## src/rtl/serial_subtractor_if.sv

```systemverilog
// Operand/result bundle for serial_subtractor; bin exists only with SERIAL_SUB_BIN_EN.
// master drives start/operands, slave is the subtractor.
interface serial_subtractor_if #(
  parameter int WIDTH = 8
);
  logic             start;
  logic [WIDTH-1:0] a;
  logic [WIDTH-1:0] b;
`ifdef SERIAL_SUB_BIN_EN
  logic             bin;
`endif
  logic             busy;
  logic             done;
  logic [WIDTH-1:0] diff;
  logic             bout;
  logic             diff_bit;
  logic             diff_bit_valid;

  modport master (
`ifdef SERIAL_SUB_BIN_EN
    output bin,
`endif
    output start, a, b,
    input  busy, done, diff, bout, diff_bit, diff_bit_valid
  );

  modport slave (
`ifdef SERIAL_SUB_BIN_EN
    input  bin,
`endif
    input  start, a, b,
    output busy, done, diff, bout, diff_bit, diff_bit_valid
  );
endinterface

```

## src/rtl/serial_subtractor.sv

```systemverilog
// Bit-serial a - b (LSB first, one full-subtractor + registered borrow); SERIAL_SUB_BIN_EN adds borrow-in.
// Latency: done exactly WIDTH clocks after the accepting start edge; one op per WIDTH+2 cycles.
// Backpressure: none; start is only sampled in IDLE, ignored (not queued) while busy.
module serial_subtractor #(
  parameter int WIDTH = 8
) (
  input logic           clk,
  input logic           rst_n,
  serial_subtractor_if.slave sub
);
  localparam int CW = $clog2(WIDTH) + 1;

  typedef enum logic [1:0] {IDLE, RUN, DONE} state_t;

  state_t           state, state_nxt;
  logic [WIDTH-1:0] a_sr, a_sr_nxt;
  logic [WIDTH-1:0] b_sr, b_sr_nxt;
  logic [WIDTH-1:0] r_sr, r_sr_nxt;
  logic [WIDTH-1:0] diff_q, diff_nxt;
  logic [CW-1:0]    cnt, cnt_nxt;
  logic             br, br_nxt;
  logic             bout_q, bout_nxt;
  logic             done_q, done_nxt;
  logic             dbit_q, dbit_nxt;
  logic             dvld_q, dvld_nxt;
  logic             d, borrow;
  logic             bin_in;

`ifdef SERIAL_SUB_BIN_EN
  assign bin_in = sub.bin;
`else
  assign bin_in = 1'b0;
`endif

  always_comb begin
    d         = a_sr[0] ^ b_sr[0] ^ br;
    borrow    = (~a_sr[0] & b_sr[0]) | (~(a_sr[0] ^ b_sr[0]) & br);
    state_nxt = state;
    a_sr_nxt  = a_sr;
    b_sr_nxt  = b_sr;
    r_sr_nxt  = r_sr;
    diff_nxt  = diff_q;
    cnt_nxt   = cnt;
    br_nxt    = br;
    bout_nxt  = bout_q;
    done_nxt  = done_q;
    dbit_nxt  = dbit_q;
    dvld_nxt  = dvld_q;
    case (state)
      IDLE: begin
        if (sub.start) begin
          a_sr_nxt  = sub.a;
          b_sr_nxt  = sub.b;
          br_nxt    = bin_in;
          cnt_nxt   = '0;
          state_nxt = RUN;
        end
      end
      RUN: begin
        a_sr_nxt = a_sr >> 1;
        b_sr_nxt = b_sr >> 1;
        r_sr_nxt = {d, r_sr[WIDTH-1:1]};
        br_nxt   = borrow;
        dbit_nxt = d;
        dvld_nxt = 1'b1;
        cnt_nxt  = cnt + CW'(1);
        // last bit: publish the completed word and the borrow out of the MSB
        if (cnt == CW'(WIDTH - 1)) begin
          diff_nxt  = {d, r_sr[WIDTH-1:1]};
          bout_nxt  = borrow;
          done_nxt  = 1'b1;
          state_nxt = DONE;
        end
      end
      DONE: begin
        done_nxt  = 1'b0;
        dvld_nxt  = 1'b0;
        state_nxt = IDLE;
      end
      default: state_nxt = IDLE;
    endcase
  end

  always_ff @(posedge clk or negedge rst_n) begin
    if (!rst_n) begin
      state  <= IDLE;
      a_sr   <= '0;
      b_sr   <= '0;
      r_sr   <= '0;
      diff_q <= '0;
      cnt    <= '0;
      br     <= 1'b0;
      bout_q <= 1'b0;
      done_q <= 1'b0;
      dbit_q <= 1'b0;
      dvld_q <= 1'b0;
    end else begin
      state  <= state_nxt;
      a_sr   <= a_sr_nxt;
      b_sr   <= b_sr_nxt;
      r_sr   <= r_sr_nxt;
      diff_q <= diff_nxt;
      cnt    <= cnt_nxt;
      br     <= br_nxt;
      bout_q <= bout_nxt;
      done_q <= done_nxt;
      dbit_q <= dbit_nxt;
      dvld_q <= dvld_nxt;
    end
  end

  assign sub.busy           = (state != IDLE);
  assign sub.done           = done_q;
  assign sub.diff           = diff_q;
  assign sub.bout           = bout_q;
  assign sub.diff_bit       = dbit_q;
  assign sub.diff_bit_valid = dvld_q;
endmodule
```

## src/flat_wrapper.sv

```systemverilog
// flat-port wrapper written by rule: the top's interface ports become plain ports
module serial_subtractor_flat 
#(
  parameter int WIDTH = 8
)
  (clk, rst_n, sub_start, sub_a, sub_b, sub_busy, sub_done, sub_diff, sub_bout, sub_diff_bit, sub_diff_bit_valid);
  serial_subtractor_if #(.WIDTH(WIDTH)) sub_i ();
  input logic clk;
  input logic rst_n;
  input wire logic [$bits(sub_i.start)-1:0] sub_start;
  input wire logic [$bits(sub_i.a)-1:0] sub_a;
  input wire logic [$bits(sub_i.b)-1:0] sub_b;
  output wire logic [$bits(sub_i.busy)-1:0] sub_busy;
  output wire logic [$bits(sub_i.done)-1:0] sub_done;
  output wire logic [$bits(sub_i.diff)-1:0] sub_diff;
  output wire logic [$bits(sub_i.bout)-1:0] sub_bout;
  output wire logic [$bits(sub_i.diff_bit)-1:0] sub_diff_bit;
  output wire logic [$bits(sub_i.diff_bit_valid)-1:0] sub_diff_bit_valid;
  assign sub_i.start = sub_start;
  assign sub_i.a = sub_a;
  assign sub_i.b = sub_b;
  assign sub_busy = sub_i.busy;
  assign sub_done = sub_i.done;
  assign sub_diff = sub_i.diff;
  assign sub_bout = sub_i.bout;
  assign sub_diff_bit = sub_i.diff_bit;
  assign sub_diff_bit_valid = sub_i.diff_bit_valid;
  serial_subtractor #(.WIDTH(WIDTH)) u_core (.clk(clk), .rst_n(rst_n), .sub(sub_i));
endmodule
```

## config.mk

```make
export PLATFORM = sky130hd
export DESIGN_NAME = serial_subtractor_flat
export DESIGN_NICKNAME = d
export VERILOG_FILES = /design/src/rtl/serial_subtractor_if.sv /design/src/rtl/serial_subtractor.sv /design/src/flat_wrapper.sv
export SDC_FILE = /design/constraint.sdc
export NUM_CORES = 1
export LEC_CHECK = 0
export ABC_AREA = 1
export CORE_MARGIN = 3
export CORE_UTILIZATION = 39
export DETAILED_ROUTE_END_ITERATION = 6
export PLACE_DENSITY = 0.62
export SLEW_MARGIN = 20
export SYNTH_ARGS = -nofsm -noshare
export SYNTH_HDL_FRONTEND = slang
export SYNTH_SLANG_ARGS = --single-unit
export TNS_END_PERCENT = 5
```

## constraint.sdc

```tcl
create_clock -name clk -period 1.85 [get_ports clk]
set_clock_uncertainty 0.1 [all_clocks]
set_input_delay 0.2775 -clock clk [delete_from_list [all_inputs] [get_ports clk]]
set_output_delay 0.2775 -clock clk [all_outputs]
set_load 0.03 [all_outputs]
```

### Yosys cells after proc, flatten, opt, wreduce, memory -nomap -nowiden

Cells that the tools add are included.

* flip-flop bits (word level): 43
* input port bits: 19

* add/subtract/negate cells: 1
* eq/ne operators: 5
* multiplexer cells: 14
* bitwise operators: 7
* reduce and logical (&&, ||, !) cells: 8

Operators by type and width (count)
* case mux 8 bit (2 select lines): 2
* 2-to-1 mux 8 bit: 2
* case mux 4 bit (2 select lines): 1
* AND reduction 2 bit: 4
* case mux 1 bit (2 select lines): 3
* nonzero test 2 bit: 3
* adder 4 x 1 -> 4 bit (second input constant): 1
* == test 4 x 3 -> 1 bit (second input constant): 1
* 2-to-1 mux 2 bit: 2
* 2-to-1 mux 4 bit: 1
* case mux 2 bit (2 select lines): 1
* AND 1 bit: 2
* == test 2 x 1 -> 1 bit (second input constant): 1
* == test 2 bit (second input constant): 1
* logical NOT 2 bit: 1
* 2-to-1 mux 1 bit: 2
* inequality test 2 x 1 -> 1 bit (second input constant): 1
* inequality test 2 bit (second input constant): 1
* NOT 1 bit: 2
* XOR 1 bit: 2
* OR 1 bit: 1

### Longest topological paths before layout

* depth after elaboration: 5
* mapped depth: 9

### Worst setup path before layout

No wires, ideal clock.

* kind: reg2reg
* start: register u_core.state[0]
* end: register u_core.b_sr[1]
* setup time: 0.124 ns
* arrival: 1.263 ns
* required time: 1.626 ns
* path slack: 0.363 ns
* cell stages (with the launch flop): 10
* buffers on the path: 1
* path through: dfrtp_1 inv_1 ha_1 inv_2 nand2_1 nand2_4 inv_4 buf_6 nand2_1 nand2_1

* cells in the longest elaborated chain, start to end: 3
* elaborated cells on any way between the ends: 6
* those cells by class: eq/ne: 2; mux: 1; reduce/logical: 3

RTL lines
* start: declaration: line serial_subtractor.sv:15 `state_t state, state_nxt;`
* start signal: assignment: line serial_subtractor.sv:98 `state <= state_nxt;`
* == test 2 x 1 -> 1 bit or logical NOT 2 bit (tied branches): line serial_subtractor.sv:49 `case (state)`
* nonzero test 2 bit (no line) or inequality test 2 bit (tied branches)
* AND reduction 2 bit (no line)
* end signal: assignment: line serial_subtractor.sv:100 `b_sr <= b_sr_nxt;`
* end: declaration: line serial_subtractor.sv:17 `logic [WIDTH-1:0] b_sr, b_sr_nxt;`

Parallel ways exist; a longest one is shown, timed or not.
A chain may end at the register's enable or synchronous reset.

### Final worst setup path

* start: register u_core.state[0]
* end: output sub_busy

* cells in the longest elaborated chain, start to end: 1

RTL lines
* nonzero test 2 bit: line serial_subtractor.sv:112 `assign sub.busy = (state != IDLE);`
* end: declaration: line flat_wrapper.sv:13 `output wire logic [$bits(sub_i.busy)-1:0] sub_busy;`

No other way between the ends.

==> results.toml <==
[run]
cap_violations = 0

[place]
hpwl_um = 2220
io_buffers = 31
gp_congestion = 0.703
dpl_cell_area_sq_um = 2270

[critical_path]
critical_path_depth = 4
end_kind = "primary output"
crit_path_cell_trace = "inv_1 -> ha_1 -> inv_2 -> clkdlybuf4s15_1"
worst_ep_arrival_time_ns = 1.40
cpPeakStageDelay_ns = 0.38
reg2reg_depth = 8
critPathKind = "reg2out"
timing.rr.start = "u_core.state[0]$_DFFE_PN0P_"
cp_max_fo = 4
cp-start-kind = "flop"
reg2reg_slack_ns = 0.26
cpLargestDelayFamily = "buffers and inverters"
crit_slowest_cell = "dfrtp_1"
r2r_end = "u_core.a_sr[2]$_DFFE_PN0P_"
timing.critical_path.buf_inv = 3
worstPathRequired_ns = 1.47

[synthesis]
syn_nets = 228
synth.avg_cell_area_sq_um = 9.47
netlist_area_sq_um = 1930
ys_async_sr_fraction_pct = 100
syn_inst = 204
yosysTopAreaCellShare_pct = 53.1
synth_cell_types = 23
synth_area_leaders = "dfrtp_1, nand2_1, o211ai_1, buf_6, o21ai_2"
synth_edf_count = 0
ys_seq_elements = 41
yosys_warnings = 0
yosys.area.top_type = "dfrtp_1"
ys_seq_area_share_pct = 53.1
synth-main-ff-cell = "dfrtp_1"

[floorplanning]
dieArea_sq_um = 5830
pin_count = 32
die_x_um = 76.4
die_h_um = 76.4
initial_core_util_pct = 42.3
design.core.area_sq_um = 4560
row_count = 24

[routing]
wl_per_cell_um = 11.1
top_layer_used = "met4"
wl_met1_um = 1590
first_pass_iters = 4
route.met2.wl_um = 1570
viasPerCell = 4.67
wl_um = 3380
vias = 1415
drt_iter0_markers = 68
drtAntennaViolNets = 0
dr_wl_met3_um = 178
drc_errors = 0

[sta]
relSlewSlack_pct = 76.9
fmax_mhz = 562
tightest_slew_ns = 0.343
final-setup-viol-count = 0
final_hold_viol_count = 0
fin_crit_sh_pct = 96.2
finalMaxSlewViolations = 0
rsz0062_at_grt = "no"
holdWs_ns = 0.213
setup-tns-final_ns = 0
fin_crit_ns = 1.78

[status]
outcome = "completed"

[final_layout]
drive_gt1_share_pct = 14.3
nFillCells = 464
final_cell_mix = "nand2_1, dfrtp_1, clkdlybuf4s50_1"
final_area_sq_um = 2400
multi_input_area_sq_um = 746
seq_area_sq_um = 1030
nets = 261
areaGrowthSynthToFinish_pct = 24.1
antennaDiodeCount = 0
fin_util_pct = 52.5
final_common_cell = "nand2_1"

[power]
power_w = 0.00377
p_leak_nw = 1.11
powerDensity_nw_per_um2 = 1570
ir_worst_vdd_uv = 641

[worst_hold_path]
min_path_type = "in2async"

[clock_network]
cts_max_level = 2
cts_tree = "yes"
clock-root-buffer = "clkbuf_8"
clk_latency_ns = 0.29
cts.sinks = 41
cts_buffer_depth = 2
cts_inserted_buffers = 5
clk_pin_slew_ns = 0.08

[global_route]
grt_pass1_vias = 1371
grtUsageTotal_pct = 12.4
overflow = 0
grt_max_degree = 41
grt_first_pass_wirelength_um = 5960
antenna_found_initial = 0
final cells by class:
type	count	share of cell area [%]
clock buffer	5	2.87
clock inverter	3	1.93
inverter	17	2.77
multi-input combinational	137	31.1
sequential	41	42.8
tap	65	3.39
timing repair buffer	35	15.1
worst max path at each step:
stage	slack, ns	startpoint	to
2_1_floorplan	0.36	u_core.state[0]$_DFFE_PN0P_	u_core.b_sr[1]$_DFFE_PN0P_
3_3_place_gp	0.11	u_core.state[0]$_DFFE_PN0P_	sub_busy
3_5_place_dp	0.08	u_core.state[0]$_DFFE_PN0P_	sub_busy
4_1_cts	0.02	u_core.state[0]$_DFFE_PN0P_	sub_busy
5_1_grt	0.02	u_core.state[0]$_DFFE_PN0P_	sub_busy
6_report	0.07	u_core.state[0]$_DFFE_PN0P_	sub_busy
power by group:
| group | switching (W) | internal [W] |
|---|---|---|
| sequential | 0.000194 | 0.00126 |
| combinational | 0.000973 | 0.000628 |
| clock | 0.000314 | 0.000404 |
| total | 0.00148 | 0.00229 |
kinds of logic after synthesis:
kind of cell             after synthesis  share of synthesized area (%)
AND/OR/NAND/NOR                       94                           21.8
flip-flops                            41                           53.1
AO/OA/AOI/OAI                         38                           13.1
buffers and inverters                 26                           8.29
adder cells (fa/ha/maj)                5                           3.63
state kept, by name, indices dropped and copies added (netlist names):
| name | flops |
|---|---|
| u_core.r_sr | 7 |
| u_core.sub.done | 1 |
| u_core.br | 1 |
| u_core.sub.diff | 8 |
| u_core.state | 2 |
| u_core.cnt | 4 |
| u_core.sub.bout | 1 |
| u_core.a_sr | 8 |
| u_core.b_sr | 8 |
| u_core.sub.diff_bit_valid | 1 |
metrics by stage:
step / worst slack [ns] / instances
after global routing: 0.0170 / 303
after global placement: 0.110 / 294
after CTS: 0.0240 / 303
final: 0.0711 / 303
after floorplan: 0.363 / 204
after detailed placement: 0.0782 / 294
cells in the mapped netlist (2+ instances only):
library cell   n
or2_0          6
o21ai_0        8
nand2_4        2
o211ai_1      13
nand2_1       65
buf_4          2
ha_1           4
nor2_1         4
buf_6          7
o21ai_1        2
inv_1         14
a21oi_1        6
o21ai_2        8
inv_2          2
dfrtp_1       41
or2_2          7
nand3_1        7
per-layer routing:
layer  vias up  global-route usage [%]
li1        722                       -
met5         -                       0
met4         0                    3.80
met3         7                    3.55
met2        36                    20.7
met1       650                    15.5
what timing repair did:
item	CTS	global route
gates resized for setup	1	1
buffers inserted	0	0
hold endpoints to repair	41	0
endpoints found under the setup margin	1	1
hold buffers	1	0
Power figures use the tool's default switching activity.
